===== src/rtl/mem_bus_arbiter_if.sv =====
// Request/ok memory bus bundle: CPU (m0) and DMA (m1) request ports, the shared memory port
// and arbiter status. The arbiter connects through the slave modport.
interface mem_bus_arbiter_if;
  logic [31:0] m0_addr, m0_wdata, m0_rdata;
  logic [1:0]  m0_width;
  logic        m0_read, m0_write, m0_ok;
  logic [31:0] m1_addr, m1_wdata, m1_rdata;
  logic [1:0]  m1_width;
  logic        m1_read, m1_write, m1_lock, m1_ok;
  logic [31:0] s_addr, s_wdata, s_rdata;
  logic [1:0]  s_width;
  logic        s_read, s_write, s_ok;
  logic        owner, busy, err;

  modport slave (
    input  m0_addr, m0_wdata, m0_width, m0_read, m0_write,
    input  m1_addr, m1_wdata, m1_width, m1_read, m1_write, m1_lock,
    input  s_rdata, s_ok,
    output m0_rdata, m0_ok, m1_rdata, m1_ok,
    output s_addr, s_wdata, s_width, s_read, s_write,
    output owner, busy, err
  );

  modport master (
    output m0_addr, m0_wdata, m0_width, m0_read, m0_write,
    output m1_addr, m1_wdata, m1_width, m1_read, m1_write, m1_lock,
    output s_rdata, s_ok,
    input  m0_rdata, m0_ok, m1_rdata, m1_ok,
    input  s_addr, s_wdata, s_width, s_read, s_write,
    input  owner, busy, err
  );
endinterface


===== src/rtl/mem_bus_arbiter.sv =====
// Two-master (CPU m0, DMA m1) arbiter for the single memory port, IDLE/BUSY request/ok protocol.
// Optional slave-ok watchdog enabled by defining MEM_ARB_TIMEOUT_EN.
module mem_bus_arbiter #(
  parameter int          ARB_MODE = 0,
  parameter logic [15:0] TIMEOUT  = 16'd1024
) (
  input  logic clk,
  input  logic rstn,
  mem_bus_arbiter_if.slave bus
);

  typedef enum logic {IDLE = 1'b0, BUSY = 1'b1} state_t;

  state_t state_q, state_d;
  logic   owner_q, owner_d;
  logic   last_grant_q, last_grant_d;
  logic   locked_q, locked_d;
  logic   req0, req1, own_req, done, tmo;

  if (TIMEOUT == 16'd0) begin : g_bad_timeout
    $error("mem_bus_arbiter: TIMEOUT must be non-zero");
  end

  assign req0    = bus.m0_read | bus.m0_write;
  assign req1    = bus.m1_read | bus.m1_write;
  assign own_req = owner_q ? req1 : req0;

`ifdef MEM_ARB_TIMEOUT_EN
  logic [15:0] cnt_q, cnt_d;

  // An owner that has already withdrawn is an abort, not a timeout.
  assign tmo = (state_q == BUSY) && !bus.s_ok && own_req && (cnt_q == TIMEOUT - 16'd1);

  always_comb begin
    cnt_d = cnt_q;
    if (state_q == IDLE)  cnt_d = 16'd0;
    else if (!bus.s_ok)   cnt_d = cnt_q + 16'd1;
  end

  always_ff @(posedge clk or negedge rstn) begin
    if (!rstn) cnt_q <= 16'd0;
    else       cnt_q <= cnt_d;
  end
`else
  assign tmo = 1'b0;
`endif

  assign done = (state_q == BUSY) && (bus.s_ok || tmo);

  always_ff @(posedge clk or negedge rstn) begin
    if (!rstn) begin
      state_q      <= IDLE;
      owner_q      <= 1'b0;
      last_grant_q <= 1'b0;
      locked_q     <= 1'b0;
    end else begin
      state_q      <= state_d;
      owner_q      <= owner_d;
      last_grant_q <= last_grant_d;
      locked_q     <= locked_d;
    end
  end

  always_comb begin
    state_d      = state_q;
    owner_d      = owner_q;
    last_grant_d = last_grant_q;
    locked_d     = locked_q;
    case (state_q)
      IDLE: begin
        if (req0 || req1) begin
          state_d = BUSY;
          if (locked_q && req1)   owner_d = 1'b1;
          else if (req0 && !req1) owner_d = 1'b0;
          else if (!req0 && req1) owner_d = 1'b1;
          else                    owner_d = (ARB_MODE == 0) ? 1'b1 : ~last_grant_q;
          if (!owner_d) locked_d = 1'b0;
        end
      end
      BUSY: begin
        if (done) begin
          state_d      = IDLE;
          last_grant_d = owner_q;
          locked_d     = owner_q & bus.m1_lock;
        end else if (!own_req) begin
          state_d = IDLE;
        end
      end
      default: state_d = IDLE;
    endcase
  end

  // A write wins when a master raises both strobes.
  always_comb begin
    bus.s_addr   = 32'h0;
    bus.s_wdata  = 32'h0;
    bus.s_width  = 2'd0;
    bus.s_read   = 1'b0;
    bus.s_write  = 1'b0;
    bus.m0_ok    = 1'b0;
    bus.m1_ok    = 1'b0;
    bus.m0_rdata = 32'h0;
    bus.m1_rdata = 32'h0;
    bus.busy     = (state_q == BUSY);
    bus.owner    = owner_q;
    bus.err      = tmo;
    if (state_q == BUSY) begin
      if (owner_q) begin
        bus.s_addr  = bus.m1_addr;
        bus.s_wdata = bus.m1_wdata;
        bus.s_width = bus.m1_width;
        bus.s_read  = bus.m1_read & ~bus.m1_write;
        bus.s_write = bus.m1_write;
      end else begin
        bus.s_addr  = bus.m0_addr;
        bus.s_wdata = bus.m0_wdata;
        bus.s_width = bus.m0_width;
        bus.s_read  = bus.m0_read & ~bus.m0_write;
        bus.s_write = bus.m0_write;
      end
    end
    if (done) begin
      if (owner_q) begin
        bus.m1_ok    = 1'b1;
        bus.m1_rdata = tmo ? 32'h0 : bus.s_rdata;
      end else begin
        bus.m0_ok    = 1'b1;
        bus.m0_rdata = tmo ? 32'h0 : bus.s_rdata;
      end
    end
  end

endmodule

===== src/flat_wrapper.sv =====
// flat-port wrapper written by rule: the top's interface ports become plain ports
module mem_bus_arbiter_flat 
#(
  parameter int          ARB_MODE = 0,
  parameter logic [15:0] TIMEOUT  = 16'd1024
)
  (clk, rstn, bus_m0_addr, bus_m0_wdata, bus_m0_width, bus_m0_read, bus_m0_write, bus_m1_addr, bus_m1_wdata, bus_m1_width, bus_m1_read, bus_m1_write, bus_m1_lock, bus_s_rdata, bus_s_ok, bus_m0_rdata, bus_m0_ok, bus_m1_rdata, bus_m1_ok, bus_s_addr, bus_s_wdata, bus_s_width, bus_s_read, bus_s_write, bus_owner, bus_busy, bus_err);
  mem_bus_arbiter_if bus_i ();
  input  logic clk;
  input  logic rstn;
  input wire logic [$bits(bus_i.m0_addr)-1:0] bus_m0_addr;
  input wire logic [$bits(bus_i.m0_wdata)-1:0] bus_m0_wdata;
  input wire logic [$bits(bus_i.m0_width)-1:0] bus_m0_width;
  input wire logic [$bits(bus_i.m0_read)-1:0] bus_m0_read;
  input wire logic [$bits(bus_i.m0_write)-1:0] bus_m0_write;
  input wire logic [$bits(bus_i.m1_addr)-1:0] bus_m1_addr;
  input wire logic [$bits(bus_i.m1_wdata)-1:0] bus_m1_wdata;
  input wire logic [$bits(bus_i.m1_width)-1:0] bus_m1_width;
  input wire logic [$bits(bus_i.m1_read)-1:0] bus_m1_read;
  input wire logic [$bits(bus_i.m1_write)-1:0] bus_m1_write;
  input wire logic [$bits(bus_i.m1_lock)-1:0] bus_m1_lock;
  input wire logic [$bits(bus_i.s_rdata)-1:0] bus_s_rdata;
  input wire logic [$bits(bus_i.s_ok)-1:0] bus_s_ok;
  output wire logic [$bits(bus_i.m0_rdata)-1:0] bus_m0_rdata;
  output wire logic [$bits(bus_i.m0_ok)-1:0] bus_m0_ok;
  output wire logic [$bits(bus_i.m1_rdata)-1:0] bus_m1_rdata;
  output wire logic [$bits(bus_i.m1_ok)-1:0] bus_m1_ok;
  output wire logic [$bits(bus_i.s_addr)-1:0] bus_s_addr;
  output wire logic [$bits(bus_i.s_wdata)-1:0] bus_s_wdata;
  output wire logic [$bits(bus_i.s_width)-1:0] bus_s_width;
  output wire logic [$bits(bus_i.s_read)-1:0] bus_s_read;
  output wire logic [$bits(bus_i.s_write)-1:0] bus_s_write;
  output wire logic [$bits(bus_i.owner)-1:0] bus_owner;
  output wire logic [$bits(bus_i.busy)-1:0] bus_busy;
  output wire logic [$bits(bus_i.err)-1:0] bus_err;
  assign bus_i.m0_addr = bus_m0_addr;
  assign bus_i.m0_wdata = bus_m0_wdata;
  assign bus_i.m0_width = bus_m0_width;
  assign bus_i.m0_read = bus_m0_read;
  assign bus_i.m0_write = bus_m0_write;
  assign bus_i.m1_addr = bus_m1_addr;
  assign bus_i.m1_wdata = bus_m1_wdata;
  assign bus_i.m1_width = bus_m1_width;
  assign bus_i.m1_read = bus_m1_read;
  assign bus_i.m1_write = bus_m1_write;
  assign bus_i.m1_lock = bus_m1_lock;
  assign bus_i.s_rdata = bus_s_rdata;
  assign bus_i.s_ok = bus_s_ok;
  assign bus_m0_rdata = bus_i.m0_rdata;
  assign bus_m0_ok = bus_i.m0_ok;
  assign bus_m1_rdata = bus_i.m1_rdata;
  assign bus_m1_ok = bus_i.m1_ok;
  assign bus_s_addr = bus_i.s_addr;
  assign bus_s_wdata = bus_i.s_wdata;
  assign bus_s_width = bus_i.s_width;
  assign bus_s_read = bus_i.s_read;
  assign bus_s_write = bus_i.s_write;
  assign bus_owner = bus_i.owner;
  assign bus_busy = bus_i.busy;
  assign bus_err = bus_i.err;
  mem_bus_arbiter #(.ARB_MODE(ARB_MODE), .TIMEOUT(TIMEOUT)) u_core (.clk(clk), .rstn(rstn), .bus(bus_i));
endmodule

===== config.mk =====
export PLATFORM = sky130hd
export DESIGN_NAME = mem_bus_arbiter_flat
export DESIGN_NICKNAME = d
export VERILOG_FILES = /design/src/rtl/mem_bus_arbiter_if.sv /design/src/rtl/mem_bus_arbiter.sv /design/src/flat_wrapper.sv
export SDC_FILE = /design/constraint.sdc
export NUM_CORES = 1
export LEC_CHECK = 0
export CORE_AREA = 4 4 116 118
export DETAILED_ROUTE_END_ITERATION = 12
export DIE_AREA = 0 0 120 122
export SLEW_MARGIN = 20
export SYNTH_ARGS = -nofsm -noshare
export SYNTH_HDL_FRONTEND = slang
export SYNTH_SLANG_ARGS = --single-unit

===== constraint.sdc =====
create_clock -name clk -period 2 [get_ports clk]
set_input_delay 0.3 -clock clk [delete_from_list [all_inputs] [get_ports clk]]
set_output_delay 0.3 -clock clk [all_outputs]
set_load 0.03 [all_outputs]

Word-level counts from Yosys, hierarchy flattened
Cells that the tools add are included.

storage, ports and cells
  word-level logic and storage cells = 52
  memories kept = 0
  output and inout port bits = 137
  bits in latches = 0
  bits in writable memories = 0
  memory bits (read-only) = 0
  bits in registers = 3
  input port bits = 172

cells by class
  add/subtract/negate cells = 0
  muxes and demuxes = 31
  equal/unequal tests = 3
  bitwise operators = 8
  reductions and logical operators = 7
  div/mod/pow operators = 0
  magnitude comparators = 0
  shift operators = 0
  $mul = 0

operators with widths
  operator                                                                  number
  32-bit two-way mux                                                        8
  1-bit two-way mux                                                         19
  2-bit two-way mux                                                         2
  2-bit inequality test (second input constant)                             2
  1-bit case mux with 2 select lines                                        2
  1-bit bitwise AND                                                         3
  1-bit logical AND                                                         3
  1-bit NOT                                                                 3
  3-bit AND reduction                                                       1
  2-bit by 1-bit inequality test with 1-bit output (second input constant)  1
  1-bit OR                                                                  2
  2-bit AND reduction                                                       1
  1-bit zero test                                                           1
  1-bit logical OR                                                          1

Logic depth before layout (Yosys ltp)
Gate-level depths: netlist (run 1).

  depth after elaboration = 10
  depth in mapped cells = 5
  gate-level depth less buffers = 3

Worst setup path after synthesis (run 1)
Ideal clock, no wire load.

  path type = flip-flop to output port
  from = reg u_core.owner_q (netlist: u_core.bus.owner)
  to = out bus_s_read
  arrival time = 1.562 ns
  cell stages (with the launch flop) = 4
  setup slack = 0.138 ns
  data required time = 1.700 ns
  buffers on the path = 1
  cells stage by stage = dfrtp_1 > buf_6 > or3b_1 > a21boi_1

on the way
  longest elaborated chain between the ends = 2

ends and longest elaborated chain
  element                   line                    source
  start: declaration        mem_bus_arbiter.sv:15   logic owner_q, owner_d;
  start signal: assignment  mem_bus_arbiter.sv:58   owner_q <= owner_d;
  1-bit two-way mux         mem_bus_arbiter.sv:108  if (owner_q) begin
  1-bit two-way mux         mem_bus_arbiter.sv:107  if (state_q == BUSY) begin
  end: declaration          flat_wrapper.sv:31      output wire logic [$bits(bus_i.s_read)-1:0] bus_s_read;

Every way passes these cells.

Worst setup path in the final report (run 1)
  from = reg u_core.owner_q (netlist: u_core.bus.owner)
  to = out bus_s_wdata[16]

on the way
  longest elaborated chain between the ends = 2

ends and longest elaborated chain
  element             line                    source
  32-bit two-way mux  mem_bus_arbiter.sv:108
  32-bit two-way mux  mem_bus_arbiter.sv:107
  end: declaration    flat_wrapper.sv:29      output wire logic [$bits(bus_i.s_wdata)-1:0] bus_s_wdata;

Every way passes these cells.

==> impl_metrics.py, run 1 <==
metrics = {
    "worst_setup_path": {
        "critPathTopFamily": "flip-flops",
        "worstPathRequired_ns": 1.70,
        "cpMostUsedCell": "buf_12",
        "crit_path_start_kind": "flip-flop",
        "cp_cell_sequence": "buf_12 -> mux2i_1 -> nor2b_1 -> buf_12",
        "worstPathArrival_ns": 1.60,
        "critPathSlowestCell": "dfrtp_4",
        "rr_startpoint": "u_core.bus.busy",
        "critical-path-max-stage-delay_ns": 0.60,
        "path_max_fanout": 35,
        "worst-path-buf-inv": 2,
        "crit_type": "reg -> out",
        "cp-end-kind": "primary output",
        "crit_start": "u_core.bus.owner",
    },
    "floorplan": {
        "dieWidth_um": 120,
        "core_mm2": 0.0125,
        "ioPinCount": 309,
        "die_h_um": 122,
        "start_util_pct": 14.8,
        "die_area_mm2": 0.0146,
        "fp-row-count": 41,
    },
    "synth": {
        "ys_ff_latch": 2,
        "synth.distinct_cells": 22,
        "syn_avg_cell_area_um2": 7.66,
        "yosysSeqAreaShare_pct": 2.72,
        "synth_nets": 412,
        "synth_top_cells_by_area": "mux2i_1 (36%), nor2b_1 (23%), and2_1 (22%)",
        "yosys_warnings": 0,
        "yosysTopAreaCellShare_pct": 36.5,
        "synth_cells": 240,
        "synth_top_area_cell": "mux2i_1",
        "synth_area_mm2": 0.00184,
    },
    "layout": {
        "fillers": 1294,
        "final_area_mm2": 0.00476,
        "final_nets": 704,
        "area_growth_syn_to_layout_pct": 159,
        "num_antenna_cells": 0,
        "final_core_util_pct": 38.2,
        "drive_above_1_share_pct": 27.7,
    },
    "global_routing": {
        "grt_pass1_vias": 2654,
        "grt_max_degree": 66,
        "antenna_found_initial": 1,
        "grt_overflow": 0,
        "grt_usage_pct": 11.8,
        "grt_pass1_wl_um": 13900,
    },
    "job": {
        "drv_cap": 0,
    },
    "sta": {
        "min_period_ns": 1.90,
        "fmax_mhz": 526,
        "setup_viol": 0,
        "period_share_pct": 95.0,
        "hold_viol_final": 0,
        "fin_setup_tns_ns": 0,
        "setup_ws_ns": 0.0995,
        "slew_viol_final": 0,
        "rsz0062_at_grt": "no",
        "fin_skew_ns": 0.00491,
    },
    "cts": {
        "path_clk_slew_ns": 0.03,
        "cts_max_level": 1,
        "cts_tree": "done",
        "cts_made_buffers": 3,
        "cts_sinks": 2,
        "cts_setup_buffers": 0,
        "root_buffer": "clkbuf_16",
        "clk_latency_ns": 0.22,
        "clockBufferDepth": 2,
    },
    "detailed_routing": {
        "drcViolationCount": 0,
        "drtAntennaViolNets": 0,
        "viasPerCell": 3.82,
        "drt_wl_total_um": 9800,
        "num_vias": 2685,
        "first_iter_violations": 48,
        "drt_pass1_iterations": 4,
        "wl_per_cell_um": 14.0,
    },
    "placement": {
        "dp_hpwl_um": 8580,
        "pre_cts_ws_ns": 0.138,
        "portBuffers": 306,
        "placed_area_mm2": 0.00468,
        "place_congestion": 0.785,
    },
    "status": {
        "outcome": "complete, no violations",
    },
    "power_and_ir_drop": {
        "power_leakage_nw": 2.39,
        "ir_worst_vdd_mv": 0.271,
        "power_density_mw_per_mm2": 590,
    },
    "hold_path": {
        "hold_class": "in -> async",
    },
}
cell families after synthesis:
kind of cell / Yosys count / share of synthesized area (%)
DFF: 2 / 2.72
muxes: 67 / 36.5
and+or+nand+nor: 141 / 48.2
buffers and inverters: 24 / 10.6
AOI/OAI and AO/OA: 5 / 1.84
other: 1 / 0.204
state kept, by name, summed over array words and instances, names as in the netlist:
signal and flops:
u_core.bus.busy 1, u_core.bus.owner 1
area by class of cell:
class / instances / area, µm² / share of cell area (%)
timing repair buffer: 311 / 2820 / 59.2
multi-input combinational: 214 / 1590 / 33.5
tap: 172 / 215 / 4.53
clock buffer: 3 / 75.1 / 1.58
sequential: 2 / 55.1 / 1.16
what timing repair did:
action | in CTS | in global routing
hold buffers | 0 | 0
endpoints found under the setup margin | 1 | 0
resized for setup | 1 | 0
through the flow:
step / cells / power (mW) / hold slack [ns]
floorplan: 240 / 1.56 / 0.00441
CTS: 702 / 2.85 / 0.249
global route: 702 / 2.96 / 0.261
global placement: 699 / 2.53 / 0.476
finish: 702 / 2.81 / 0.248
detailed placement: 699 / 2.53 / 0.485
layout by cell type (no fill, tap or decap), drive strengths merged:
cell | Yosys | layout
nand2 | 1 | 1
or3b | 1 | 1
nor3 | 2 | 2
conb | 1 | 1
a211o | 1 | 1
and2 | 64 | 64
a21boi | 1 | 1
o21a | 1 | 1
nor2b | 67 | 67
nor4 | 1 | 1
buf | 15 | 140
nor2 | 3 | 3
clkdlybuf4s50 | 0 | 171
nand3b | 1 | 1
clkbuf | 9 | 3
dfrtp | 2 | 2
mux2i | 67 | 67
and3 | 1 | 1
o21ai | 2 | 2
cell usage after synthesis (all sizes together):
library cell  number
or3b               1
nand2              1
nand3b             1
o21a               1
and3               1
mux2i             67
nor3               2
nor2               3
nor4               1
conb               1
o21ai              2
buf               15
a21boi             1
and2              64
a211o              1
clkbuf             9
nor2b             67
dfrtp              2
routing by layer:
layer | track usage (%) | up-vias | wire [µm]
met5 | 0 | - | 12
met4 | 1.22 | 2 | 48
met3 | 5.11 | 7 | 1140
met2 | 23.2 | 164 | 5270
met1 | 11.7 | 1150 | 3330
li1 | - | 1362 | -
power by group:
group          internal, mW  switching (mW)  leakage [nW]
Clock                 0.254          0.0468        0.0370
Sequential           0.0519          0.0451        0.0200
Combinational          1.12            1.28          2.34
final timing paths:
kind                                    end  slack (ns)  cells past startpoint
max                         bus_s_wdata[16]         0.1                      4
min                         u_core.bus.busy        0.25                      1
max reg2reg                u_core.bus.owner        0.81                      4
min reg2reg                 u_core.bus.busy        0.88                      2
max in group asynchronous  u_core.bus.owner        1.60                      1
min in group clk            u_core.bus.busy        0.82                      3
(Power assumes the default switching activity.)
==> run 2, diff against run 1 <==
--- a/config.mk
+++ b/config.mk
@@ -8,6 +8,7 @@
 export CORE_AREA = 4 4 116 118
 export DETAILED_ROUTE_END_ITERATION = 12
 export DIE_AREA = 0 0 120 122
+export RECOVER_POWER = 100
 export SLEW_MARGIN = 20
 export SYNTH_ARGS = -nofsm -noshare
 export SYNTH_HDL_FRONTEND = slang
==> impl_metrics.py, run 2 (same netlist as run 1, synthesis figures left out) <==
metrics = {
    "status": {
        "outcome": "complete, no violations",
    },
    "floorplan": {
        "dieWidth_um": 120,
        "start_util_pct": 14.8,
        "die_area_mm2": 0.0146,
        "fp-row-count": 41,
        "ioPinCount": 309,
        "die_h_um": 122,
        "core_mm2": 0.0125,
    },
    "worst_setup_path": {
        "critical-path-max-stage-delay_ns": 0.80,
        "cp_cell_sequence": "dlygate4sd3_1",
        "critPathSlowestCell": "dlygate4sd3_1",
        "worstPathRequired_ns": 1.70,
        "worstPathArrival_ns": 1.62,
        "worst-path-buf-inv": 1,
        "crit_cells": 1,
        "crit_type": "reg -> out",
        "reg2reg_depth": 4,
        "crit_path_start_kind": "flip-flop",
        "cp-end-kind": "primary output",
        "critPathTopFamily": "buffers and inverters",
        "path_max_fanout": 18,
    },
    "cts": {
        "clk_latency_ns": 0.22,
        "cts_made_buffers": 3,
        "clockBufferDepth": 2,
        "hold_buffers": 0,
        "cts_max_level": 1,
        "path_clk_slew_ns": 0.03,
        "cts_sinks": 2,
        "root_buffer": "clkbuf_16",
        "cts_tree": "done",
    },
    "detailed_routing": {
        "drt_pass1_iterations": 3,
        "num_vias": 2689,
        "drcViolationCount": 0,
        "first_iter_violations": 44,
        "wl_per_cell_um": 13.9,
        "drtAntennaViolNets": 0,
        "viasPerCell": 3.83,
        "drt_wl_total_um": 9750,
    },
    "global_routing": {
        "grt_pass1_wl_um": 13900,
        "met2_usage_pct": 23.2,
        "grt.busiest_layer": "met2",
        "grt_usage_pct": 11.8,
        "antenna_found_initial": 1,
        "gr-usage-met1_pct": 11.7,
        "grt_util_met3_pct": 5.11,
        "grt_pass1_vias": 2654,
        "grt_overflow": 0,
        "grt_max_degree": 66,
    },
    "power_and_ir_drop": {
        "total_power_mw": 2.64,
        "power_leakage_nw": 2.30,
        "power_density_mw_per_mm2": 583,
        "ir_worst_vdd_mv": 0.254,
    },
    "sta": {
        "holdWs_ns": 0.318,
        "fin_skew_ns": 0.00491,
        "min_period_ns": 1.92,
        "setup_ws_ns": 0.0770,
        "period_share_pct": 96.1,
        "setup_viol": 0,
        "fmax_mhz": 520,
        "rsz0062_at_grt": "no",
        "fin_setup_tns_ns": 0,
        "hold_viol_final": 0,
        "slew_viol_final": 0,
    },
    "layout": {
        "multi_input_area_mm2": 0.00159,
        "fillers": 1340,
        "drive_above_1_share_pct": 26.4,
        "register_area_um2": 53.8,
        "mostFrequentLayoutCells": "clkdlybuf4s50_1 (169), mux2i_1 (67), nor2b_1 (67)",
        "area_growth_syn_to_layout_pct": 147,
        "final_common_cell": "clkdlybuf4s50_1",
        "num_antenna_cells": 0,
        "final_nets": 704,
    },
    "placement": {
        "pre_cts_ws_ns": 0.138,
        "dp_hpwl_um": 8580,
        "place_congestion": 0.785,
        "portBuffers": 306,
    },
    "job": {
        "drv_cap": 0,
    },
    "hold_path": {
        "hold_class": "in -> async",
    },
}
run 2: through the flow:
stage                     util (%)  instance area [µm²]  cells
after floorplan                  -                 1840    240
after global placement        37.5                 4680    699
after detailed placement      37.5                 4680    699
after CTS                     38.2                 4760    702
after global routing          36.4                 4540    702
final                         36.4                 4540    702
run 2: repair_timing:
action                     4_1_cts  5_1_grt
gates resized for setup          1        0
setup endpoints to repair        1        0
buffers inserted                 0        0
run 2: cell type report:
type / count / area share (%)
sequential: 2 / 1.19
timing repair buffer: 311 / 57.3
multi-input combinational: 214 / 35.1
clock buffer: 3 / 1.66
tap: 172 / 4.74
run 2: routing by layer:
layer	wire length (µm)	vias to the layer above
li1	-	1362
met5	12	-
met2	5220	166
met4	48	2
met1	3330	1152
met3	1130	7
run 2: worst paths after layout:
path                             startpoint               end  slack, ns
hold reg to reg            u_core.bus.owner   u_core.bus.busy       0.89
setup / recovery           u_core.bus.owner         bus_owner       0.08
min in group clk                   bus_s_ok   u_core.bus.busy       0.83
setup reg to reg            u_core.bus.busy  u_core.bus.owner       0.77
hold / removal                         rstn   u_core.bus.busy       0.32
max in group asynchronous              rstn  u_core.bus.owner       1.53
run 2: power breakdown:
part	internal, mW	leakage [nW]	switching, mW
sequential	0.0511	0.0209	0.0448
clock	0.254	0.0370	0.0468
combinational	0.971	2.24	1.27
